### src/rtl/if_defs.sv
// Shared instruction-fetch definitions.
// Holds the reset vector, the exception-type bit positions carried down the
// pipeline alongside each instruction, the fetch FSM state type and a small
// alignment helper. Imported by if_fetch, and meant to be imported by IF/ID
// and later stages that read the exception bits.
package if_defs;

  localparam logic [31:0] RESET_PC = 32'hBFC0_0000;

  // Bit positions inside the 32-bit exception-type word
  localparam int unsigned INT_BIT     = 0;
  localparam int unsigned ADEL_BIT    = 4;
  localparam int unsigned ADES_BIT    = 5;
  localparam int unsigned SYSCALL_BIT = 8;
  localparam int unsigned BREAK_BIT   = 9;
  localparam int unsigned RI_BIT      = 10;
  localparam int unsigned OV_BIT      = 11;
  localparam int unsigned ERET_BIT    = 12;

  typedef enum logic [1:0] {
    S_REQ  = 2'd0,  // issuing (or about to issue) a read for req_addr
    S_WAIT = 2'd1,  // request accepted, waiting for read data
    S_HOLD = 2'd2   // instruction buffered and presented to IF/ID
  } fetch_state_e;

  function automatic logic word_aligned(input logic [1:0] lsb);
    return lsb == 2'b00;
  endfunction

endpackage

### src/rtl/if_fetch.sv
// Instruction-fetch stage.
// Owns the PC, issues SRAM-like reads to the instruction bridge and presents
// one instruction at a time (if_pc / if_instr / if_exception_type, qualified
// by if_valid) until the pipeline consumes it with stall == 0. Branch
// redirects are remembered until the presented instruction is consumed;
// exceptions flush the buffer and discard any read still in flight.
//
// Ports:
//   clk, rst                     clock, synchronous active-high reset
//   stall[3:0]                   pipeline stall vector, 0 = consume
//   exception, exception_pc      flush and redirect
//   branch_flag, branch_target   taken-branch pulse from ID
//   inst_req, inst_addr          read request to the bridge
//   inst_addr_ok                 request accepted this cycle
//   inst_data_ok, inst_rdata     read data returned this cycle
//   if_pc, if_instr,
//   if_exception_type, if_valid  presented instruction
//   fetch_stall_req              fetch not ready (== !if_valid)
module if_fetch
  import if_defs::*;
#(
  parameter logic [31:0] RESET_PC = if_defs::RESET_PC,
  parameter int unsigned ADEL_BIT = if_defs::ADEL_BIT
) (
  input  logic        clk,
  input  logic        rst,
  input  logic [3:0]  stall,
  input  logic        exception,
  input  logic [31:0] exception_pc,
  input  logic        branch_flag,
  input  logic [31:0] branch_target,
  output logic        inst_req,
  output logic [31:0] inst_addr,
  input  logic        inst_addr_ok,
  input  logic        inst_data_ok,
  input  logic [31:0] inst_rdata,
  output logic [31:0] if_pc,
  output logic [31:0] if_instr,
  output logic [31:0] if_exception_type,
  output logic        if_valid,
  output logic        fetch_stall_req
);

  fetch_state_e state_q, state_d;
  logic [31:0]  pc_q, pc_d;
  logic [31:0]  req_addr_q, req_addr_d;
  logic         pend_br_q, pend_br_d;
  logic [31:0]  pend_tgt_q, pend_tgt_d;
  logic         cancel_q, cancel_d;
  logic [31:0]  if_pc_q, if_pc_d;
  logic [31:0]  if_instr_q, if_instr_d;
  logic [31:0]  if_exc_q, if_exc_d;
  logic [31:0]  nxt_pc;
  logic         aligned;

  assign aligned = word_aligned(req_addr_q[1:0]);

  always_comb begin
    state_d    = state_q;
    pc_d       = pc_q;
    req_addr_d = req_addr_q;
    pend_br_d  = pend_br_q;
    pend_tgt_d = pend_tgt_q;
    cancel_d   = cancel_q;
    if_pc_d    = if_pc_q;
    if_instr_d = if_instr_q;
    if_exc_d   = if_exc_q;

    // A branch arriving in the consuming cycle belongs to the instruction
    // already in ID, so it redirects immediately ahead of any older pending one.
    nxt_pc = branch_flag ? branch_target
                         : (pend_br_q ? pend_tgt_q : pc_q + 32'd4);

    if (branch_flag) begin
      pend_br_d  = 1'b1;
      pend_tgt_d = branch_target;
    end
    if (exception) begin
      pc_d      = exception_pc;
      pend_br_d = 1'b0;
    end

    case (state_q)
      S_REQ: begin
        if (!aligned) begin
          // No bus cycle for a misaligned PC; present an AdEL slot instead.
          if (exception) begin
            req_addr_d = exception_pc;
          end else begin
            state_d    = S_HOLD;
            if_pc_d    = req_addr_q;
            if_instr_d = '0;
            if_exc_d   = 32'd1 << ADEL_BIT;
          end
        end else begin
          // The request must stay stable once raised, so a flush here only
          // marks the eventual response for discard.
          if (exception) cancel_d = 1'b1;
          if (inst_addr_ok) state_d = S_WAIT;
        end
      end
      S_WAIT: begin
        if (inst_data_ok) begin
          if (cancel_q || exception) begin
            cancel_d   = 1'b0;
            req_addr_d = exception ? exception_pc : pc_q;
            state_d    = S_REQ;
          end else begin
            if_pc_d    = req_addr_q;
            if_instr_d = inst_rdata;
            if_exc_d   = '0;
            state_d    = S_HOLD;
          end
        end else if (exception) begin
          cancel_d = 1'b1;
        end
      end
      S_HOLD: begin
        if (exception) begin
          req_addr_d = exception_pc;
          state_d    = S_REQ;
        end else if (stall == 4'b0000) begin
          pc_d       = nxt_pc;
          req_addr_d = nxt_pc;
          pend_br_d  = 1'b0;
          state_d    = S_REQ;
        end
      end
      default: state_d = S_REQ;
    endcase
  end

  always_ff @(posedge clk) begin
    if (rst) begin
      state_q    <= S_REQ;
      pc_q       <= RESET_PC;
      req_addr_q <= RESET_PC;
      pend_br_q  <= 1'b0;
      pend_tgt_q <= '0;
      cancel_q   <= 1'b0;
      if_pc_q    <= RESET_PC;
      if_instr_q <= '0;
      if_exc_q   <= '0;
    end else begin
      state_q    <= state_d;
      pc_q       <= pc_d;
      req_addr_q <= req_addr_d;
      pend_br_q  <= pend_br_d;
      pend_tgt_q <= pend_tgt_d;
      cancel_q   <= cancel_d;
      if_pc_q    <= if_pc_d;
      if_instr_q <= if_instr_d;
      if_exc_q   <= if_exc_d;
    end
  end

  assign inst_req          = !rst && (state_q == S_REQ) && aligned;
  assign inst_addr         = req_addr_q;
  assign if_valid          = (state_q == S_HOLD);
  assign fetch_stall_req   = !if_valid;
  assign if_pc             = if_pc_q;
  assign if_instr          = if_instr_q;
  assign if_exception_type = if_exc_q;

endmodule

### config.mk
export PLATFORM = sky130hd
export DESIGN_NAME = if_fetch
export DESIGN_NICKNAME = d
export VERILOG_FILES = /design/src/rtl/if_defs.sv /design/src/rtl/if_fetch.sv
export SDC_FILE = /design/constraint.sdc
export NUM_CORES = 1
export LEC_CHECK = 0
export CAP_MARGIN = 10
export CORE_ASPECT_RATIO = 0.8
export CORE_UTILIZATION = 30
export DETAILED_ROUTE_END_ITERATION = 12
export GPL_ROUTABILITY_DRIVEN = 0
export PLACE_DENSITY = 0.52
export SKIP_CTS_REPAIR_TIMING = 1
export SYNTH_ARGS = -nofsm -noshare
export SYNTH_HDL_FRONTEND = slang
export SYNTH_SLANG_ARGS = --single-unit
### constraint.sdc
create_clock -name clk -period 2.4 [get_ports clk]
set_input_delay 0.24 -clock clk [delete_from_list [all_inputs] [get_ports clk]]
set_output_delay 0.24 -clock clk [all_outputs]
set_load 0.005 [all_outputs]
==> flow_summary.ini <==
[sta]
whs_ns = 0.261
grt_setup_unrepaired = no
finalCritPeriodShare_pct = 96.4
slew_violations = 0
worstMarginPinSlew_ns = 0.658
fmax_mhz = 432
finalClockSkew_ns = 0.0114
finalCriticalPeriod_ns = 2.31
final_hold_viol_count = 0
slew_headroom_pct = 55.9
setup_violations = 0

[grt]
grt_pass1_vias = 8452
grt_use_total_pct = 21.9
grt_max_degree = 55
antenna_found_initial = 1
grt_pass1_wl_mm = 49.2
grt.overflow.total = 0

[route]
viasPerCell = 5.37
wire_per_inst_um = 19.0
wl_mm = 32.0
drc = 0
num_vias = 9038
antenna_left = 0
drtIter0Drc = 812
dr.pass1.iters = 5

[floorplanning]
die_x_um = 191
pin_count = 237
std_cell_rows = 54
die_h_um = 153
core_area_mm2 = 0.0276
initial_core_util_pct = 30.9
die_area_mm2 = 0.0292

[setup_path]
cp.required_ns = 2.69
crit_path_cell_trace = ha_1 > nand2_2 > buf_4 > nor2_1 > nand4_1 > xnor2_1 > a222oi_1 > a32oi_1
endpoint_kind = register
worstSetupStartpointType = register
slowest_delay_ns = 0.54
crit_fanout = 6
crit_slowest_cell = a222oi_1
path_class = reg -> reg
crit_arrival_ns = 2.61

[synth]
avgSynthCellArea_um2 = 7.92
synth.distinct_cells = 72
ys_ff_latch = 165
yosysTopAreaCellShare_pct = 38.7
synth_top_area_cell = dfxtp_1
synth_area_mm2 = 0.00855
synth.area.top_cells = dfxtp_1, nand2_1, a21oi_1
synth_edf_count = 0
postSynthCellCount = 1079
synthFlopType = dfxtp_1
yosysWarnings = 0
ys_seq_area_share_pct = 38.7
async_flop_share_pct = 0

[clocking]
cts_tree = built
clockBufferDepth = 2
numCtsBuffers = 17
clkLatencyLatePin_ns = 0.45
path_clk_slew_ns = 0.07
cts_max_level = 4
cts_num_sinks = 165
ctsRootBufferMaster = clkbuf_16

[power]
ir_drop_uv = 628
finalPower_mw = 10.6
power_density_mw_per_mm2 = 884
p_leak_nw = 4.38

[finish]
drive_gt1_share_pct = 12.4
seqCellArea_mm2 = 0.00330
instances_no_fill = 1683
layout_commonest_cell = clkdlybuf4s50_1
nets = 1416
num-fill-cells = 2826
area_growth_pct = 39.8
multi_input_area_mm2 = 0.00476
mostFrequentLayoutCells = clkdlybuf4s50_1, nand2_1, dfxtp_1
fin_util_pct = 43.2

[flow_run]
maxCapViolations = 0

[placed_design]
dpl.cell_count = 1650
io_buffers = 205
dp_hpwl_mm = 23.5

[status]
status = completed

[worst_hold_path]
hold_class = in -> reg
[cells by family (layout without fill, tap and decap cells)]
kind of cell | count (synthesis) | after routing | synth area share (%)
AND/OR/NAND/NOR | 398 | 398 | 21.3
AO/OA/AOI/OAI | 310 | 310 | 24.1
flip-flops | 165 | 165 | 38.7
buffers and inverters | 134 | 343 | 7.53
multiplexers | 51 | 51 | 6.12
XOR/XNOR | 15 | 15 | 1.54
adder cells (fa/ha/maj) | 5 | 5 | 0.732
other | 1 | 32 | 0.0439
[registers in the layout (all words and copies together) (netlist names)]
signal / flops
pc_q: 32
state_q: 2
cancel_q: 1
pend_tgt_q: 32
pend_br_q: 1
inst_addr: 32
if_pc: 32
if_instr: 32
if_exception_type: 1
[where the power goes]
group / internal, mW / leakage [nW] / switching [mW] / total, mW
Clock: 1.45 / 0.270 / 1.28 / 2.73
Combinational: 1.96 / 2.75 / 2.37 / 4.33
Sequential: 3.14 / 1.35 / 0.351 / 3.49
[Yosys cell counts, types with 4 or more instances]
master and instances:
a211oi_1 26, a21oi_1 102, a221o_1 11, a221oi_1 16, a222oi_1 4, a22o_1 10
a22oi_1 12, a311oi_1 5, a31oi_1 8, a32oi_1 5, and2_1 8, and3_1 6
buf_1 7, buf_2 9, buf_4 32, clkbuf_1 70, clkinv_1 5, dfxtp_1 165
ha_1 5, inv_1 9, mux2_2 10, mux2i_1 41, nand2_1 167, nand3_1 61
nand4_1 10, nor2_1 82, nor2b_1 7, nor3_1 21, nor4_1 7, o2111ai_1 4
o211ai_1 13, o21a_1 4, o21ai_0 52, o221ai_1 5, o31ai_1 6, o32ai_1 5
or3_1 6, or4_1 5, xnor2_1 12
[per-stage QoR]
stage	setup TNS [ns]	cell area (µm²)	setup WS, ns
after floorplan	0	8660	0.198
after global placement	-1.01	11300	-0.165
after detailed placement	-1.68	11300	-0.181
after CTS	-0.148	11900	-0.109
after global routing	0	11900	0.00766
final	0	11900	0.0862
[layer usage]
layer / GRT usage (%) / wire [µm] / up-vias
met2: 33.3 / 14300 / 287
met5: 0 / 0 / -
met1: 30.7 / 14900 / 4383
met3: 4.29 / 2070 / 51
met4: 7.24 / 646 / 0
li1: - / - / 4317
[final timing paths]
path                              startpoint       endpoint  slack (ns)  depth (start not counted)
worst min register to register  if_instr[23]   if_instr[23]        0.45                          2
worst max register to register       pc_q[2]  inst_addr[28]        0.09                          8
worst max-delay path                 pc_q[2]  inst_addr[28]        0.09                          8
worst min-delay path                     rst    if_instr[7]        0.26                          2
[worst max-delay path, delay by kind of cell (launching register included)]
| kind | cells | cell delay (ns) |
|---|---|---|
| buffers and inverters | 1 | 0.16 |
| AOI/OAI and AO/OA | 2 | 0.71 |
| xor gates and xnor gates | 1 | 0.18 |
| DFF | 1 | 0.34 |
| adders and majority gates | 1 | 0.19 |
| and+or+nand+nor | 3 | 0.59 |
[cell type report]
cell class                      count  share of cell area [%]
Antenna cell                        1                  0.0210
Clock buffer                       17                    3.56
Clock inverter                     15                    1.25
Inverter                           14                   0.471
Multi-Input combinational cell    810                    39.8
Sequential cell                   165                    27.7
Tap cell                          364                    3.81
Timing Repair Buffer              297                    23.4
Power figures use the tool's default switching activity.
